==> config.mk <==
export PLATFORM = sky130hd
export DESIGN_NAME = mult32_shift_add
export DESIGN_NICKNAME = d
export VERILOG_FILES = /design/src/rtl/mult32_shift_add.sv
export SDC_FILE = /design/constraint.sdc
export NUM_CORES = 1
export LEC_CHECK = 0
export ABC_CLOCK_PERIOD_IN_PS = 2100
export CAP_MARGIN = 20
export CORE_MARGIN = 3
export CORE_UTILIZATION = 47
export DETAILED_ROUTE_END_ITERATION = 7
export DONT_BUFFER_PORTS = 1
export GPL_TIMING_DRIVEN = 1
export SYNTH_ARGS = -nofsm -noshare
export SYNTH_HDL_FRONTEND = slang
export SYNTH_SLANG_ARGS = --single-unit
==> constraint.sdc <==
create_clock -name clk -period 2.1 [get_ports clk]
set_input_delay 0.315 -clock clk [delete_from_list [all_inputs] [get_ports clk]]
set_output_delay 0.315 -clock clk [all_outputs]
set_load 0.02 [all_outputs]
==> src/rtl/mult32_shift_add.sv <==
// Multi-cycle 32x32 shift-add multiplier driving an external 32-bit ripple adder.
// Define MULT32_SIGNED_EN to add signed_op and two's-complement correction steps.
module mult32_shift_add (
   input  logic        clk,
   input  logic        rst_n,
   input  logic        start,
   input  logic [31:0] mcand,
   input  logic [31:0] mplier,
`ifdef MULT32_SIGNED_EN
   input  logic        signed_op,
`endif
   output logic        busy,
   output logic        done,
   output logic [63:0] product,
   output logic [31:0] add_a,
   output logic [31:0] add_b,
   output logic        add_cin,
   input  logic [31:0] add_sum,
   input  logic        add_cout
);

   localparam int unsigned ITERS = 32;
   localparam int unsigned CNT_W = 6;
   localparam int unsigned ST_W  = 3;

   localparam logic [ST_W-1:0] IDLE  = 3'd0;
   localparam logic [ST_W-1:0] CALC  = 3'd1;
   localparam logic [ST_W-1:0] DONE  = 3'd2;
`ifdef MULT32_SIGNED_EN
   localparam logic [ST_W-1:0] CORR1 = 3'd3;
   localparam logic [ST_W-1:0] CORR2 = 3'd4;
`endif

   logic [ST_W-1:0]  state_q, state_d;
   logic [31:0]      m_q, m_d;
   logic [31:0]      p_hi_q, p_hi_d;
   logic [31:0]      p_lo_q, p_lo_d;
   logic [CNT_W-1:0] count_q, count_d;
   logic             busy_q, busy_d;
   logic             done_q, done_d;
   logic [63:0]      product_q, product_d;
`ifdef MULT32_SIGNED_EN
   logic [31:0]      q_q, q_d;
   logic             sgn_q, sgn_d;
`endif

   // State and datapath registers
   always_ff @(posedge clk or negedge rst_n) begin
      if (!rst_n) begin
         state_q   <= IDLE;
         m_q       <= '0;
         p_hi_q    <= '0;
         p_lo_q    <= '0;
         count_q   <= '0;
         busy_q    <= 1'b0;
         done_q    <= 1'b0;
         product_q <= '0;
`ifdef MULT32_SIGNED_EN
         q_q       <= '0;
         sgn_q     <= 1'b0;
`endif
      end else begin
         state_q   <= state_d;
         m_q       <= m_d;
         p_hi_q    <= p_hi_d;
         p_lo_q    <= p_lo_d;
         count_q   <= count_d;
         busy_q    <= busy_d;
         done_q    <= done_d;
         product_q <= product_d;
`ifdef MULT32_SIGNED_EN
         q_q       <= q_d;
         sgn_q     <= sgn_d;
`endif
      end
   end

   // Next-state, datapath and adder operand decode (registers only feed add_*)
   always_comb begin
      state_d   = state_q;
      m_d       = m_q;
      p_hi_d    = p_hi_q;
      p_lo_d    = p_lo_q;
      count_d   = count_q;
      busy_d    = busy_q;
      done_d    = 1'b0;
      product_d = product_q;
      add_a     = '0;
      add_b     = '0;
      add_cin   = 1'b0;
`ifdef MULT32_SIGNED_EN
      q_d       = q_q;
      sgn_d     = sgn_q;
`endif

      case (state_q)
         IDLE, DONE: begin
            state_d = IDLE;
            busy_d  = 1'b0;
            if (start) begin
               m_d     = mcand;
               p_hi_d  = '0;
               p_lo_d  = mplier;
               count_d = '0;
               busy_d  = 1'b1;
               state_d = CALC;
`ifdef MULT32_SIGNED_EN
               q_d     = mplier;
               sgn_d   = signed_op;
`endif
            end
         end
         CALC: begin
            add_a   = p_hi_q;
            add_b   = p_lo_q[0] ? m_q : '0;
            // Carry-out is the 33rd bit of the partial sum and shifts into P_hi[31]
            {p_hi_d, p_lo_d} = {add_cout, add_sum, p_lo_q[31:1]};
            count_d = count_q + CNT_W'(1);
            if (count_q == CNT_W'(ITERS - 1)) begin
`ifdef MULT32_SIGNED_EN
               if (sgn_q) begin
                  state_d = CORR1;
               end else begin
                  state_d   = DONE;
                  done_d    = 1'b1;
                  busy_d    = 1'b0;
                  product_d = {add_cout, add_sum, p_lo_q[31:1]};
               end
`else
               state_d   = DONE;
               done_d    = 1'b1;
               busy_d    = 1'b0;
               product_d = {add_cout, add_sum, p_lo_q[31:1]};
`endif
            end
         end
`ifdef MULT32_SIGNED_EN
         // Subtract the sign-weighted cross terms from the upper word, mod 2^32
         CORR1: begin
            add_a   = p_hi_q;
            add_b   = q_q[31] ? ~m_q : '0;
            add_cin = q_q[31];
            p_hi_d  = add_sum;
            state_d = CORR2;
         end
         CORR2: begin
            add_a     = p_hi_q;
            add_b     = m_q[31] ? ~q_q : '0;
            add_cin   = m_q[31];
            p_hi_d    = add_sum;
            state_d   = DONE;
            done_d    = 1'b1;
            busy_d    = 1'b0;
            product_d = {add_sum, p_lo_q};
         end
`endif
         default: begin
            state_d = IDLE;
            busy_d  = 1'b0;
         end
      endcase
   end

   assign busy    = busy_q;
   assign done    = done_q;
   assign product = product_q;

endmodule

# After elaboration in Yosys (flattened, before gate mapping)
# Cells that the tools add are included.
# classes
reduce_logical	6
n_mux	17
eq_ne	5
addsub	1
# op_table
operator	n
2-to-1 mux 32 bit	5
one-hot mux 32 bit (2 select lines)	2
one-hot mux 6 bit (2 select lines)	1
adder 6 x 1 -> 6 bit, second input constant	1
== test 6 x 5 -> 1 bit, second input constant	1
2-to-1 mux 6 bit	1
one-hot mux 3 bit (2 select lines)	1
AND reduction 2 bit	3
2-to-1 mux 1 bit	5
inequality test 2 bit, second input constant	2
== test 3 x 1 -> 1 bit, second input constant	1
== test 3 x 2 -> 1 bit, second input constant	1
zero test 3 bit	1
2-to-1 mux 3 bit	1
one-hot mux 1 bit (2 select lines)	1
nonzero test 2 bit	1
OR reduction 2 bit	1
# totals
inputBits	100
ff_bits	171
elab_cells	37
output_inout_bits	131

# Longest topological paths before layout
# Gate-level depths: netlist (run 1).
# logic_depth
ltp_word	4
ltp_mapped	6
depth_no_buf	4

# Least setup slack after synthesis (run 1)
# Ideal clock, no wire load.
# synth_path
kind	register to output
start	register state_q[0]
end	output add_b[22]
path_buffers	3
stages_incl_launch_ff	6
t_arrival_ns	1.542
required_ns	1.785
slack_ns	0.243
path_cell_list	dfrtp_1 -> nor2b_1 -> clkbuf_1 -> clkbuf_1 -> buf_1 -> and3_1
# synth_between
elab_chain_len	2
# synth_lines
item	line_no	text
start: declaration	34	logic [ST_W-1:0] state_q, state_d;
start signal: assignment	63	state_q <= state_d;
== test 3 x 1 -> 1 bit	96	case (state_q)
2-to-1 mux 32 bit	96	
end: declaration	16	output logic [31:0] add_b,
# Every way passes these cells.

# Worst setup path in the final report (run 1)
# layout_path
start	register state_q[0]
end	output add_a[30]
# layout_between
elab_chain_len	2
# layout_lines
item	line_no	text
== test 3 x 1 -> 1 bit	96	
2-to-1 mux 32 bit	96	
end: declaration	15	output logic [31:0] add_a,
# Every way passes these cells.

==> run metrics, run 1 <==
status=finished with violations; failing checks=negative hold slack; Synth Cell Area=0.007101 mm²; setup repair bufs after CTS=0; total CTS buffers=17; Worst Path Required=1780 ps; r2r setup slk=110 ps; drt wl/cell=20.26 µm; global route overflow=0; min cycle time layout=2031 ps; H-tree depth=4; WP data arrival=1720 ps; initial antenna violation count=0; total negative slack=0 ps; Fin Hold WS=-404.1 ps; Max Cap Viol=0; post-synth top area cell=dfrtp_1; Area Growth Syn to Fin=15.84%; Post-Syn Nets=700; area occupied by registers=0.004255 mm²; # nets final=710; first-pass GRT wire length=25050 µm; Crit. path cell count=3; crit end category=primary output; multi-input logic area=0.002678 mm²; Clock Path Buffers=2; Total Routing Usage GR=19.22%; Die Ht=128.9 µm; Final setup viols=0; Die ar.=0.01662 mm²; max frequency=492.3 MHz; Worst-Skew Late Latency=420 ps; Setup CP Type=reg -> out; Initial Util=48.49%; critical path's slowest cell=dfrtp_1; DR vias/cell=5.692; CP top delay family=simple AND/OR/NAND/NOR gates; pin count of the biggest net entering global routing=171; share of post-route cells with drive strength above 1=23.83%; detailed-route via count=4582; Yosys cell types=31; number of global-route vias before repair=4659; top cells by area, synth=dfrtp_1, mux2_4, nand2_1, mux2_2, a22o_1; core box area=0.01464 mm²; ANT cells=0; static leakage=0.004117 µW; Sink Count=170; Yosys top cell area share=59.91%; Final Cycle Share=96.73%; Max FO, Critical Path=80; clock-pin slew on the worst setup and hold paths=60 ps; Antenna Nets Post-Route=0; CP Launch Type=flop; Fin Clk Skew=8.531 ps; CTS tree=done; R2R depth=5; Hold Fails Final Rpt=170; Die X=128.9 µm; DRC=0; Synth Instances=599; FFs w/ async S/R, synth=100.0%; worst-path cell chain=nor2b_4 -> buf_12 -> and2_2; setup slack after layout=68.74 ps; Synth Flop Type=dfrtp_1; Ys Warns=0; I/O Buffers=0; Min-Delay Path Class=in -> async; # hold bufs at CTS=27; DR pass1 iterations=6; gpl congestion=0.7613; Final Max Slew Viols=0; drt first-iter violations=237; Peak VDD IR=0.0006713 V; CP Buf/Inv Count=1; sequential element share of the synthesized area=59.91%; commonest non-fill, non-tap cell in the layout=dfrtp_1; FF+latch count, synth=170; Std-Cell Rows=44; CTS Root Cell=clkbuf_16; Routed WL=16310 µm; fill cell count=1224; syn_area_per_cell=11.85 µm²; RSZ-0062 raised after global routing=true; Worst R2R End=product[44]; pre-CTS WS=108.8 ps; Top Ports=231; power per cell area=1672 mW/mm²; most frequent cells in the layout=dfrtp_1, nand2_1, mux2_4; EDFF count, synth=0; worst reg2reg path startpoint=count_q[0]; crit-path max cell delay=440 ps; hpwl dp=10290 µm
## where the power goes
| part | switching [µW] | leakage (µW) | internal [µW] | total [µW] |
|---|---|---|---|---|
| Clock | 1240 | 0.000316 | 2120 | 3350 |
| Combinational | 2110 | 0.00171 | 1780 | 3890 |
| Sequential | 1790 | 0.00210 | 4720 | 6510 |
| Total | 5130 | 0.00412 | 8620 | 13700 |
## stage by stage
| stage | instance area (µm²) | total power (µW) | std cells | util [%] |
|---|---|---|---|---|
| finish | 8225 | 13750 | 805 | 56.17 |
| global placement | 7269 | 10200 | 747 | 49.64 |
| global route | 8225 | 14570 | 805 | 56.17 |
| floorplan | 7101 | 9401 | 599 | - |
| CTS | 8184 | 13830 | 805 | 55.89 |
| detailed placement | 7269 | 10360 | 747 | 49.64 |
## worst max path at each step
stage | start | end
after floorplan | state_q[0] | add_b[22]
after global placement | count_q[0] | product[49]
after detailed placement | count_q[0] | product[44]
after CTS | state_q[0] | add_a[1]
after global routing | state_q[0] | add_a[30]
final | state_q[0] | add_a[30]
## timing repair
action | CTS | global route
resized for setup | 0 | 33
endpoints found under the hold margin | 197 | 170
endpoints found under the setup margin | 0 | 64
## cell usage after synthesis, types with 2 or more instances
library cell    n
nor2b_1         2
buf_6           5
and2_1         32
nand2b_1        2
a22oi_1        32
buf_2           2
and3_1         32
nand3_1        35
a22o_1         34
mux2_2         27
dfrtp_1       170
clkbuf_1       35
mux2_4         38
inv_1           2
buf_1           5
nand2_1       131
## state kept, by name, indices dropped and copies added, names as in the netlist
name	flops
count_q	6
p_hi_q	32
busy	1
m_q	32
state_q	2
done	1
p_lo_q	32
product	64
## metal layers
metal	global-route usage [%]	part of all wire (%)	vias up
met3	8.261	8.6	19
met5	0	0	-
met4	6.609	1.8	0
li1	-	-	2088
met1	23.76	41	2306
met2	30.40	49	169
## cell type report
class,instances,area share [%]
timing repair buffer,39,4.989
clock buffer,21,5.841
sequential,170,51.73
clock inverter,10,1.993
multi-input combinational,379,32.55
inverter,2,0.09127
tap,184,2.799
## worst reg2reg max path, delay by kind of cell, from the launching register on
| family | cells | cell delay [ps] |
|---|---|---|
| and+or+nand+nor | 2 | 600 |
| muxes | 1 | 360 |
| adders and majority gates | 1 | 230 |
| DFF | 1 | 390 |
| buffers and inverters | 1 | 300 |
## cells by family after synthesis
group                      count (synthesis)  share of synthesized area (%)
AOI/OAI and AO/OA                         73                          8.335
xor gates and xnor gates                   1                         0.1234
adders and majority gates                  1                         0.1762
buffers and inverters                     50                          3.260
DFF                                      170                          59.91
muxes                                     66                          12.46
other                                      1                        0.05281
and+or+nand+nor                          237                          15.68
Note: power is estimated with default switching activity, not from simulation.
==> inputs of run 2 (changes only) <==
--- a/config.mk
+++ b/config.mk
@@ -6,9 +6,10 @@
 export NUM_CORES = 1
 export LEC_CHECK = 0
 export ABC_CLOCK_PERIOD_IN_PS = 2100
-export CAP_MARGIN = 20
+export CAP_MARGIN = 25
 export CORE_MARGIN = 3
 export CORE_UTILIZATION = 47
+export CTS_CLUSTER_DIAMETER = 120
 export DETAILED_ROUTE_END_ITERATION = 7
 export DONT_BUFFER_PORTS = 1
 export GPL_TIMING_DRIVEN = 1
==> results of run 2 <==
Final layout, timing and power as in run 1 (identical DEF).
==> inputs of run 3 (changes only) <==
--- a/config.mk
+++ b/config.mk
@@ -6,13 +6,15 @@
 export NUM_CORES = 1
 export LEC_CHECK = 0
 export ABC_CLOCK_PERIOD_IN_PS = 2100
-export CAP_MARGIN = 25
+export CELL_PAD_IN_SITES_DETAIL_PLACEMENT = 0
+export CELL_PAD_IN_SITES_GLOBAL_PLACEMENT = 1
 export CORE_MARGIN = 3
 export CORE_UTILIZATION = 47
 export CTS_CLUSTER_DIAMETER = 120
 export DETAILED_ROUTE_END_ITERATION = 7
 export DONT_BUFFER_PORTS = 1
 export GPL_TIMING_DRIVEN = 1
+export PLACE_DENSITY_LB_ADDON = 0.1
 export SYNTH_ARGS = -nofsm -noshare
 export SYNTH_HDL_FRONTEND = slang
 export SYNTH_SLANG_ARGS = --single-unit
==> run 3 against run 2 <==
Effect of this change:
- the run still ends with negative hold slack left
- via count rose by 1.0%
- clock power fell by 7.5%
- clock-buffer cell count rose by 2
- critical path depth did not move
- sequential cell count did not move
- design area fell by 0.27%
- register-to-register slack improved by 90 ps
- sequential share of layout area rose by 0.13 points
- worst hold slack got worse by 3.1 ps
- clock skew fell by 0.65 ps
- critical endpoint is now add_b[0]
==> run metrics, run 3 (synthesis gave the netlist of run 1 again) <==
initial antenna violation count=0; post-route cell area=0.008203 mm²; total CTS buffers=17; power per cell area=1645 mW/mm²; Die Ht=128.9 µm; Std-Cell Rows=44; DR pass1 iterations=6; r2r setup slk=200 ps; drt first-iter violations=258; Max Cap Viol=0; clock-pin slew on the worst setup and hold paths=60 ps; Top Ports=231; Fin Clk Skew=7.878 ps; DR vias/cell=5.695; Hold Fails Final Rpt=170; Worst-Skew Late Latency=410 ps; commonest non-fill, non-tap cell in the layout=dfrtp_1; status=finished with violations; RSZ-0062 raised after global routing=false; Total Routing Usage GR=19.70%; crit end category=primary output; Sink Count=170; static leakage=0.004094 µW; Fin Hold WS=-407.2 ps; Die X=128.9 µm; detailed-route via count=4630; setup slack after layout=98.83 ps; I/O Buffers=0; pre-CTS WS=211.5 ps; Routed WL=16380 µm; # hold bufs at CTS=31; max reg flops=64; Worst R2R End=product[36]; ANT cells=0; Final setup viols=0; Power Total=13500 µW; Max FO, Critical Path=41; min cycle time layout=2001 ps; H-tree depth=4; Worst Path Required=1780 ps; global route overflow=0; most frequent cells in the layout=dfrtp_1, nand2_1, mux2_4; total negative slack=0 ps; hpwl dp=10360 µm; CTS Root Cell=clkbuf_16; Final Cycle Share=95.29%; Initial Util=48.49%; Clock Path Buffers=2; share of post-route cells with drive strength above 1=18.60%; failing checks=negative hold slack; Area Growth Syn to Fin=15.52%; Setup CP Type=reg -> out; Final Max Slew Viols=0; # nets final=718; Cell Area, Placed=0.007295 mm²; worst reg2reg path startpoint=count_q[0]; gpl congestion=0.7609; CP Launch Type=flop; CTS tree=done; Antenna Nets Post-Route=0; Min-Delay Path Class=in -> async; DRC=0; drt wl/cell=20.15 µm; WP data arrival=1690 ps; max frequency=499.7 MHz; Die ar.=0.01662 mm²; core box area=0.01464 mm²; pin count of the biggest net entering global routing=171; number of global-route vias before repair=4641; R2R depth=5; Peak VDD IR=0.0005690 V; first-pass GRT wire length=25830 µm
[run 3: worst max-delay path by stage]
stage / startpoint / endpoint / slack, ps / depth (start not counted)
after floorplan: state_q[0] / add_b[22] / 240 / 5
after global placement: count_q[0] / product[40] / 260 / 5
after detailed placement: count_q[0] / product[36] / 210 / 5
after CTS: state_q[0] / add_b[0] / 60 / 3
after global routing: state_q[0] / add_a[20] / 1 / 3
final: state_q[0] / add_b[0] / 100 / 3
[run 3: layout make-up]
cell class | instances | area [µm²]
Clock buffer | 23 | 457.9
Clock inverter | 8 | 120.1
Fill cell | 1257 | 6441
Inverter | 2 | 7.507
Multi-Input combinational cell | 379 | 2640
Sequential cell | 170 | 4254
Tap cell | 184 | 230.2
Timing Repair Buffer | 47 | 493.0
[run 3: what timing repair did]
action | in CTS | in global routing
buffers inserted | 2 | 0
setup endpoints to repair | 64 | 4
resized for setup | 0 | 4
hold endpoints to repair | 201 | 170
[run 3: where the power goes]
part	internal, µW	switching (µW)
clock network	1890	1210
logic	1790	2190
registers	4720	1700
total	8400	5100
[run 3: worst max-delay path, stage by stage (launching register included)]
cell	delay, ps
dfrtp_1	410
nor2b_4	290
buf_12	240
and3_1	320
[run 3: metal layers]
layer / wire, µm / up-vias / part of all wire [%] / track usage [%]
met1: 6907 / 2325 / 42 / 25.54
met4: 329 / 0 / 2.0 / 7.659
met5: 0 / - / 0 / 0
met2: 7653 / 185 / 47 / 29.51
li1: - / 2098 / - / -
met3: 1490 / 22 / 9.1 / 8.261
[run 3: through the flow]
step                hold slack (ps)  utilization [%]  instances
floorplan                     19.41                -        599
global placement              23.26            49.81        749
detailed placement            23.12            49.81        749
CTS                          -430.7            55.98        813
global route                 -437.0            56.02        813
finish                       -407.2            56.02        813
